`config.mk`:
```
export PLATFORM = sky130hd
export DESIGN_NAME = scan_seq
export DESIGN_NICKNAME = d
export VERILOG_FILES = /design/src/rtl/scan_seq.sv
export SDC_FILE = /design/constraint.sdc
export NUM_CORES = 1
export LEC_CHECK = 0
export CORE_AREA = 2 2 163 165
export CTS_CLUSTER_DIAMETER = 100
export DETAILED_ROUTE_END_ITERATION = 8
export DIE_AREA = 0 0 165 167
export PLACE_DENSITY = 0.72
export SLEW_MARGIN = 25
export SYNTH_ARGS = -nofsm -noshare
export SYNTH_HDL_FRONTEND = slang
export SYNTH_SLANG_ARGS = --single-unit
```
`constraint.sdc`:
```
create_clock -name clk -period 2.72 [get_ports clk]
set_clock_uncertainty 0.1 [all_clocks]
set_input_delay 0.408 -clock clk [delete_from_list [all_inputs] [get_ports clk]]
set_output_delay 0.408 -clock clk [all_outputs]
set_load 0.02 [all_outputs]
```
`src/rtl/scan_seq.sv`:
```
// Scan test sequencer: serially loads a pattern, pulses one functional capture,
// unloads the chain into response, then compares against the expected bits.
module scan_seq #(
  parameter int MAX_LEN = 64,
  parameter int LEN_W   = 7
) (
  input  logic               clk,
  input  logic               reset,
  input  logic               start,
  input  logic               abort,
  input  logic [LEN_W-1:0]   chain_len,
  input  logic [MAX_LEN-1:0] pattern,
  input  logic [MAX_LEN-1:0] expected,
  input  logic               scan_out0,
  output logic               scan_in0,
  output logic               scan_en,
  output logic               test_mode,
  output logic               busy,
  output logic               done,
  output logic               pass,
  output logic               err,
  output logic [MAX_LEN-1:0] response
);
  localparam int KW = (MAX_LEN > 1) ? $clog2(MAX_LEN) : 1;

  typedef enum logic [2:0] {S_IDLE, S_SHIFT, S_CAPTURE, S_UNLOAD, S_DONE} state_t;

  state_t             state, state_n;
  logic [LEN_W-1:0]   k, k_n, len_m1;
  logic [MAX_LEN-1:0] pat_q, exp_q, mask, pat_n, resp_n;
  logic               accept, reject, len_ok, last;
  logic               scan_in0_n, scan_en_n, busy_n, done_n, pass_n;

  // Expected bits beyond the active length are zeroed at latch time, so the
  // final compare can be a plain equality against the zero-padded response.
  always_comb begin
    for (int i = 0; i < MAX_LEN; i++) mask[i] = (LEN_W'(i) < chain_len);
  end

  assign len_ok = (chain_len != '0) && (chain_len <= LEN_W'(MAX_LEN));
  assign last   = (k == len_m1);

  // State register plus registered outputs
  always_ff @(posedge clk or negedge reset) begin
    if (!reset) begin
      state     <= S_IDLE;
      k         <= '0;
      len_m1    <= '0;
      pat_q     <= '0;
      exp_q     <= '0;
      scan_in0  <= 1'b0;
      scan_en   <= 1'b0;
      test_mode <= 1'b0;
      busy      <= 1'b0;
      done      <= 1'b0;
      pass      <= 1'b0;
      err       <= 1'b0;
      response  <= '0;
    end else begin
      state     <= state_n;
      k         <= k_n;
      if (accept) begin
        len_m1 <= chain_len - LEN_W'(1);
        pat_q  <= pattern;
        exp_q  <= expected & mask;
      end
      scan_in0  <= scan_in0_n;
      scan_en   <= scan_en_n;
      test_mode <= busy_n;
      busy      <= busy_n;
      done      <= done_n;
      pass      <= pass_n;
      err       <= reject;
      response  <= resp_n;
    end
  end

  // Next-state; k holds at len-1 so it never wraps even at MAX_LEN
  always_comb begin
    state_n = state;
    k_n     = k;
    accept  = 1'b0;
    reject  = 1'b0;
    case (state)
      S_IDLE: if (start) begin
        if (len_ok) begin
          accept  = 1'b1;
          state_n = S_SHIFT;
          k_n     = '0;
        end else begin
          reject = 1'b1;
        end
      end
      S_SHIFT:   if (last) state_n = S_CAPTURE; else k_n = k + LEN_W'(1);
      S_CAPTURE: begin state_n = S_UNLOAD; k_n = '0; end
      S_UNLOAD:  if (last) state_n = S_DONE; else k_n = k + LEN_W'(1);
      S_DONE:    state_n = S_IDLE;
      default:   state_n = S_IDLE;
    endcase
    if (abort && state != S_IDLE) begin
      state_n = S_IDLE;
      k_n     = k;
    end
  end

  // Output values for the next cycle, decoded from the next state
  always_comb begin
    pat_n  = accept ? pattern : pat_q;
    resp_n = response;
    if (accept)
      resp_n = '0;
    else if (state == S_UNLOAD && !abort)
      resp_n[k[KW-1:0]] = scan_out0;
    pass_n = pass;
    if (accept) pass_n = 1'b0;
    if (state_n == S_DONE) pass_n = (resp_n == exp_q);
    if (abort && state != S_IDLE) pass_n = 1'b0;
    scan_in0_n = (state_n == S_SHIFT) ? pat_n[k_n[KW-1:0]] : 1'b0;
    scan_en_n  = (state_n == S_SHIFT) || (state_n == S_UNLOAD);
    busy_n     = (state_n != S_IDLE);
    done_n     = (state_n == S_DONE);
  end
endmodule

```
==> impl_results.md, run 1 <==
* Status: complete, but fails checks
* Failing checks: setup timing
* Pwr Density at ~700 mW/mm²
* Io pins at about 210
* Worst VDD drop at 472 µV
* Via density at about 5.7
* Crit path max-delay cell type: or4b_4
* Post-synthesis simple-gate area fraction at 18.8%
* Post-route clock period utilization at 113%
* Placed cells at ~1800
* Initial core utilization at between 40% and 50%
* Final std cells w/o fill at between 1500 and 2000
* Setup violations, final at 2
* Number of distinct library cells after synthesis at 67
* Post-Syn Nets at 1314
* Largest net degree at the start of global routing at between 70 and 80
* Worst endpoint required time at a little over 3 ns
* Worst setup EP type: flip-flop
* Layout cells sized above 1 at 22.8%
* DR WL/cell at slightly above 20 µm
* Slew HR at 42.9%
* RSZ-0062 raised after global routing: true
* Post-synthesis mux area share at approximately 14%
* DRT Pass-1 Iters at 6
* Buf/Inv on CP at 5
* DP Area at 0.0152 mm²
* Startpoint types: flip-flop
* Fillers at 1987
* Area leader, netlist: dfrtp_1
* DRC Markers at 0
* Mean Syn Cell Area at approximately 9.7 µm²
* Row Count at around 60
* Port bufs at 210
* Clock Latency Late Sink at roughly 0.53 ns
* Crit path time final at roughly 3.1 ns
* Worst Tran Pin Value at 0.846 ns
* Crit path cell chain: or4b_4 -> a21o_4 -> nor2_4 -> buf_6 -> buf_12 -> buf_16 -> buf_12 -> buf_8 -> a21oi_1 -> nor3_1 -> a21oi_1 -> or3_4 -> o31ai_2
* Largest family of logic cells by synthesized area: simple AND/OR/NAND/NOR gates
* Area grow syn2layout at 44.6%
* CP max FO at 7
* CTS buffer count at 23
* Die area at around 0.028 mm²
* CTS tree: done
* Inserted Diodes at 0
* Detailed-route via count at 10700
* Routability Congestion at approximately 0.95
* Total power at between 10000 and 15000 µW
* Clock Tree Buf Depth at 3
* GRT overflow at 0
* Gate Count Post-Synth at approximately 1200
* Post-synthesis sequential area ratio at ~47%
* Lkg Pwr at between 0.007 and 0.008 µW
* Synth top area share at a little under half
* Worst R2R Path Depth at 13
* Die W at 165 µm
* R2r setup slk at -0.34 ns
* DRT Wirelength at around 39 mm
* Die Span Y at between 150 and 200 µm
* H-tree Lvls at 1
* Crit Path Class: reg -> reg
* Reg2reg end: pass
* Hold Fails Final Rpt at 0
* Synth Area in XOR/XNOR at 4.99%
* Post-Synth Adder-Cell Area at less than 1%
* Yosys warns at 0
* CTS clk-pin slew, worst paths at around 0.06 ns
* RR Startpoint: state[0]
* Remaining antenna violation count at 0
* DR iter-0 viols at about 1200
* Synth Area in Compound Gates at 11.1%
* Max incr delay on CP at around 0.56 ns
* Clock root buffer: clkbuf_16
* FF+latch count, synth at approximately 220
* Initial antenna violation count at 0
* Hold Crit Class: in -> async
* Hold_ws at 0.311 ns
* Worst Setup Slack, final at -0.343 ns
* Number of max-cap violations at 0
* Max Clock Freq at approximately 0.33 GHz
* First-pass GRT wire length at roughly 60 mm
* Clock sinks at roughly 220
* Most common cell after layout, fill and taps aside: dfrtp_1
* Final #Nets at between 1500 and 2000
* Detailed Place HPWL at 28.8 mm
* CP delay by family, top: simple AND/OR/NAND/NOR gates
* All-Layer GR Usage at between 20% and 30%
* Syn Std Cell Area at approximately 0.011 mm²
* Asr flop ratio synth at 100%
* Most used DFF post-synth: dfrtp_1
* Number of global-route vias before repair at 10600
* Post-synth EDFFs at 0
* Synth area leaders: dfrtp_1, mux2i_1, mux2_2, nand2_1, nand3_1
* Most frequent cells in the layout: dfrtp_1, clkdlybuf4s50_1, nand2_1, buf_4, nand3_1
* CP arrival at 3.40 ns
* Final slew viol count at 0
* Finished Cell Area at roughly 0.016 mm²
* CORE AREA at between 0.02 and 0.03 mm²
## area by class of cell
type	count	area [µm²]	share of cell area [%]
clock buffer	30	622	3.77
sequential	215	5380	32.6
tap	335	419	2.54
timing repair buffer	411	4050	24.5
clock inverter	12	173	1.05
multi-input combinational	862	5810	35.2
inverter	12	45.0	0.273
## sequential cells by signal (all words and copies together) (netlist names)
name and flops:
exp_q 64, scan_en 1, state 3, pat_q 64, busy 1, response 64
scan_in0 1, len_m1 7, err 1, k 7, pass 1, done 1
## timing repair
action                     4_1_cts  5_1_grt
hold endpoints to repair        55        0
hold buffers                     1        0
buffers inserted                 9       13
gates resized for setup         24       31
gates cloned                     6        1
pin swaps                       13       29
setup endpoints to repair        2        2
## per-stage QoR
| stage | worst slack (ns) | util [%] | TNS [ns] |
|---|---|---|---|
| finish | -0.343 | 64.0 | -0.678 |
| detailed placement | -0.830 | 58.8 | -7.61 |
| CTS | -0.301 | 63.2 | -0.599 |
| global placement | -0.738 | 58.8 | -6.78 |
| global route | -0.445 | 64.0 | -0.875 |
| floorplan | -0.0365 | - | -0.0365 |
## power by group
group	internal, µW	total, µW	switching, µW
registers	3900	4410	515
clock network	2000	3330	1330
logic	1990	3880	1890
## metal layers
| layer | track usage, % | up-vias | routed length, µm | part of all wire, % |
|---|---|---|---|---|
| met1 | 39.0 | 5199 | 16400 | 42 |
| met5 | 0 | - | 0 | 0 |
| li1 | - | 4857 | - | - |
| met2 | 44.4 | 552 | 17800 | 46 |
| met4 | 10.1 | 0 | 1300 | 3.4 |
| met3 | 4.38 | 88 | 3270 | 8.4 |
## worst max-delay path by stage
stage / slack, ns / end / start / cells past startpoint
detailed placement: -0.83 / pass / chain_len[0] / 14
global route: -0.45 / pass / state[0] / 13
global placement: -0.74 / pass / chain_len[0] / 14
floorplan: -0.04 / scan_in0 / state[0] / 10
finish: -0.34 / pass / state[0] / 13
CTS: -0.30 / scan_in0 / state[2] / 11
## cells by family after synthesis
| logic type | after synthesis |
|---|---|
| compound gates | 192 |
| fa+ha+maj | 4 |
| mux | 151 |
| simple gates | 450 |
| buf+inv | 93 |
| xor+xnor | 65 |
| flops | 215 |
## cells in the mapped netlist (5+ instances only)
master	count
a21o_1	8
a21oi_1	26
a22oi_1	7
a31oi_1	7
and2_1	6
and3_1	6
and3b_1	6
buf_1	8
buf_2	18
buf_4	6
clkbuf_1	46
dfrtp_1	215
inv_1	10
mux2_2	65
mux2i_1	86
nand2_1	178
nand2b_1	7
nand3_1	94
nand3b_1	5
nand4_1	14
nor2_1	83
nor3_1	12
nor3b_2	5
nor4_1	5
o2111ai_1	15
o211ai_1	6
o21ai_0	74
o22a_1	5
o22ai_1	7
o311ai_0	5
xnor2_1	47
xor2_1	18
Note: power is estimated with default switching activity, not from simulation.
==> inputs of run 2 (changes only) <==
--- a/config.mk
+++ b/config.mk
@@ -9,6 +9,7 @@
 export CTS_CLUSTER_DIAMETER = 100
 export DETAILED_ROUTE_END_ITERATION = 8
 export DIE_AREA = 0 0 165 167
+export HOLD_SLACK_MARGIN = 0.12
 export PLACE_DENSITY = 0.72
 export SLEW_MARGIN = 25
 export SYNTH_ARGS = -nofsm -noshare
==> results of run 2 <==
Final layout, timing and power as in run 1 (identical DEF).
==> patch: new RTL, config.mk and constraints of run 1 <==
Make the reset (`reset`) synchronous in one clocked block.
--- a/src/rtl/scan_seq.sv
+++ b/src/rtl/scan_seq.sv
@@ -43,3 +43,3 @@
   // State register plus registered outputs
-  always_ff @(posedge clk or negedge reset) begin
+  always_ff @(posedge clk) begin
     if (!reset) begin
Check against the original RTL: differs if reset is asserted again (counterexample within 4 cycles, from zero or initial values and one cycle with reset low); with reset held inactive, the same outputs for 10 cycles.
==> patch against run 1 <==
The run still ends with negative setup slack left; core utilization is 5.4 points higher; design area is 8.4% higher; synthesized area is 4.9% higher; worst setup slack worse by 0.058 ns; wire length is 26% higher; critical path depth is 2 lower; die area stayed put; worst hold slack worse by 0.073 ns; sequential cell count stayed put; critical endpoint is now pass$_SDFFE_PP0P_; highest routed layer unchanged.
Power is not compared: it rests on default switching activity, and its combinational part moved more than twofold at a synthesized area within 25%.
==> patch: results (changes against run 1) <==
=========================================================================================
Detail-routed via count per cell ...........................................         6.03   +5.9%
Signal arrival time at the worst endpoint ..................................      3.49 ns   +0.09 ns
Overall fraction of global-route tracks in use .............................        34.3%   +6.2 points
Via count ..................................................................        13.5k   +26%
Proportion of register bits with asynchronous set or reset after synthesis .           0%   -100 points
Drt first pass iters .......................................................            8   +2
Met1 Usage GRT .............................................................        52.5%   +14 points
Run status ................................................................. finished with violations
Gate count of the mapped netlist ...........................................         1471   +26%
Initial DRC count ..........................................................         1701   +39%
Cell Count Post-Placement ..................................................         2171   +20%
Via count of the first global-routing pass .................................        12.6k   +19%
Final weighted congestion in routability-driven placement ..................        0.977   +3.4%
Wire length the detailed router placed on met1 .............................     22100 um   +35%
Count of final setup violators .............................................            2   unchanged
Wire length reported by the detailed router ................................     48700 um   +26%
Global-route wire length before repair .....................................     73000 um   +22%
GR met3 Demand/Resource ....................................................        7.70%   +3.3 points
Final setup TNS ............................................................    -0.683 ns   -0.00552 ns
HP Class ................................................................... input pin to register
Violations in the final reports ............................................ negative setup slack
Maximum number of pins on one net before global-route repair ...............          106   +49%
Biggest fanout along the worst timing path .................................            5   -2
Worst Setup Slack, final ...................................................    -0.401 ns   -0.0577 ns
Sequential fraction of the synthesis area ..................................        36.0%   -11 points
Number of clock buffers inserted by TritonCTS ..............................           24   +4.3%
Largest cells by area after synthesis ...................................... sky130_fd_sc_hd__dfxtp_1 36%, sky130_fd_sc_hd__a21boi_0 7.8%, sky130_fd_sc_hd__nand2_1 7.8%
Slew HR ....................................................................        54.7%   +12 points
=========================================================================================
[patch: where the power goes]
group | internal (W) | switching, W
clock | 0.00219 | 0.00137
sequential | 0.00325 | 0.0000977
combinational | 0.000645 | 0.000651
total | 0.00609 | 0.00211
[patch: metrics by stage]
stage	hold WS (ns)	worst slack, ns	cell area [um2]
final	0.237	-0.401	17900
after detailed placement	0.358	-1.41	16200
after global placement	0.350	-1.32	16200
after floorplan	0.338	-0.197	12100
after global routing	0.234	-0.458	17900
after CTS	0.223	-0.392	17500
[patch: what timing repair did]
item	4_1_cts	5_1_grt
endpoints found under the hold margin	0	0
endpoints found under the setup margin	96	21
setup buffers	12	11
resized for setup	83	55
pin swaps	30	26
cloned	1	1
[patch: logic make-up (layout without fill, tap and decap cells)]
family,count (synthesis),count (layout),share of synthesized area [%]
adders and majority gates,4,4,0.418
DFF,215,215,36.0
and+or+nand+nor,626,626,26.2
AOI/OAI and AO/OA,396,396,24.4
xor gates and xnor gates,37,37,2.71
muxes,60,60,5.15
buffers and inverters,133,565,5.16
[patch: final timing paths]
path | from | endpoint | slack (ns) | depth (start not counted)
max | k[0]$_SDFF_PN0_ | pass$_SDFFE_PP0P_ | -0.40 | 11
min | reset | exp_q[23]$_SDFFE_PN0N_ | 0.24 | 2
max reg2reg | k[0]$_SDFF_PN0_ | pass$_SDFFE_PP0P_ | -0.40 | 11
min reg2reg | pat_q[37]$_SDFF_PN0_ | pat_q[37]$_SDFF_PN0_ | 0.36 | 2
[patch: area by class of cell]
| class | instances | area [um2] |
|---|---|---|
| fill | 2100 | 7880 |
| multi-input combinational | 1123 | 7620 |
| timing repair buffer | 514 | 4630 |
| sequential | 215 | 4330 |
| clock buffer | 35 | 713 |
| tap | 335 | 419 |
| clock inverter | 9 | 148 |
| inverter | 7 | 26.3 |
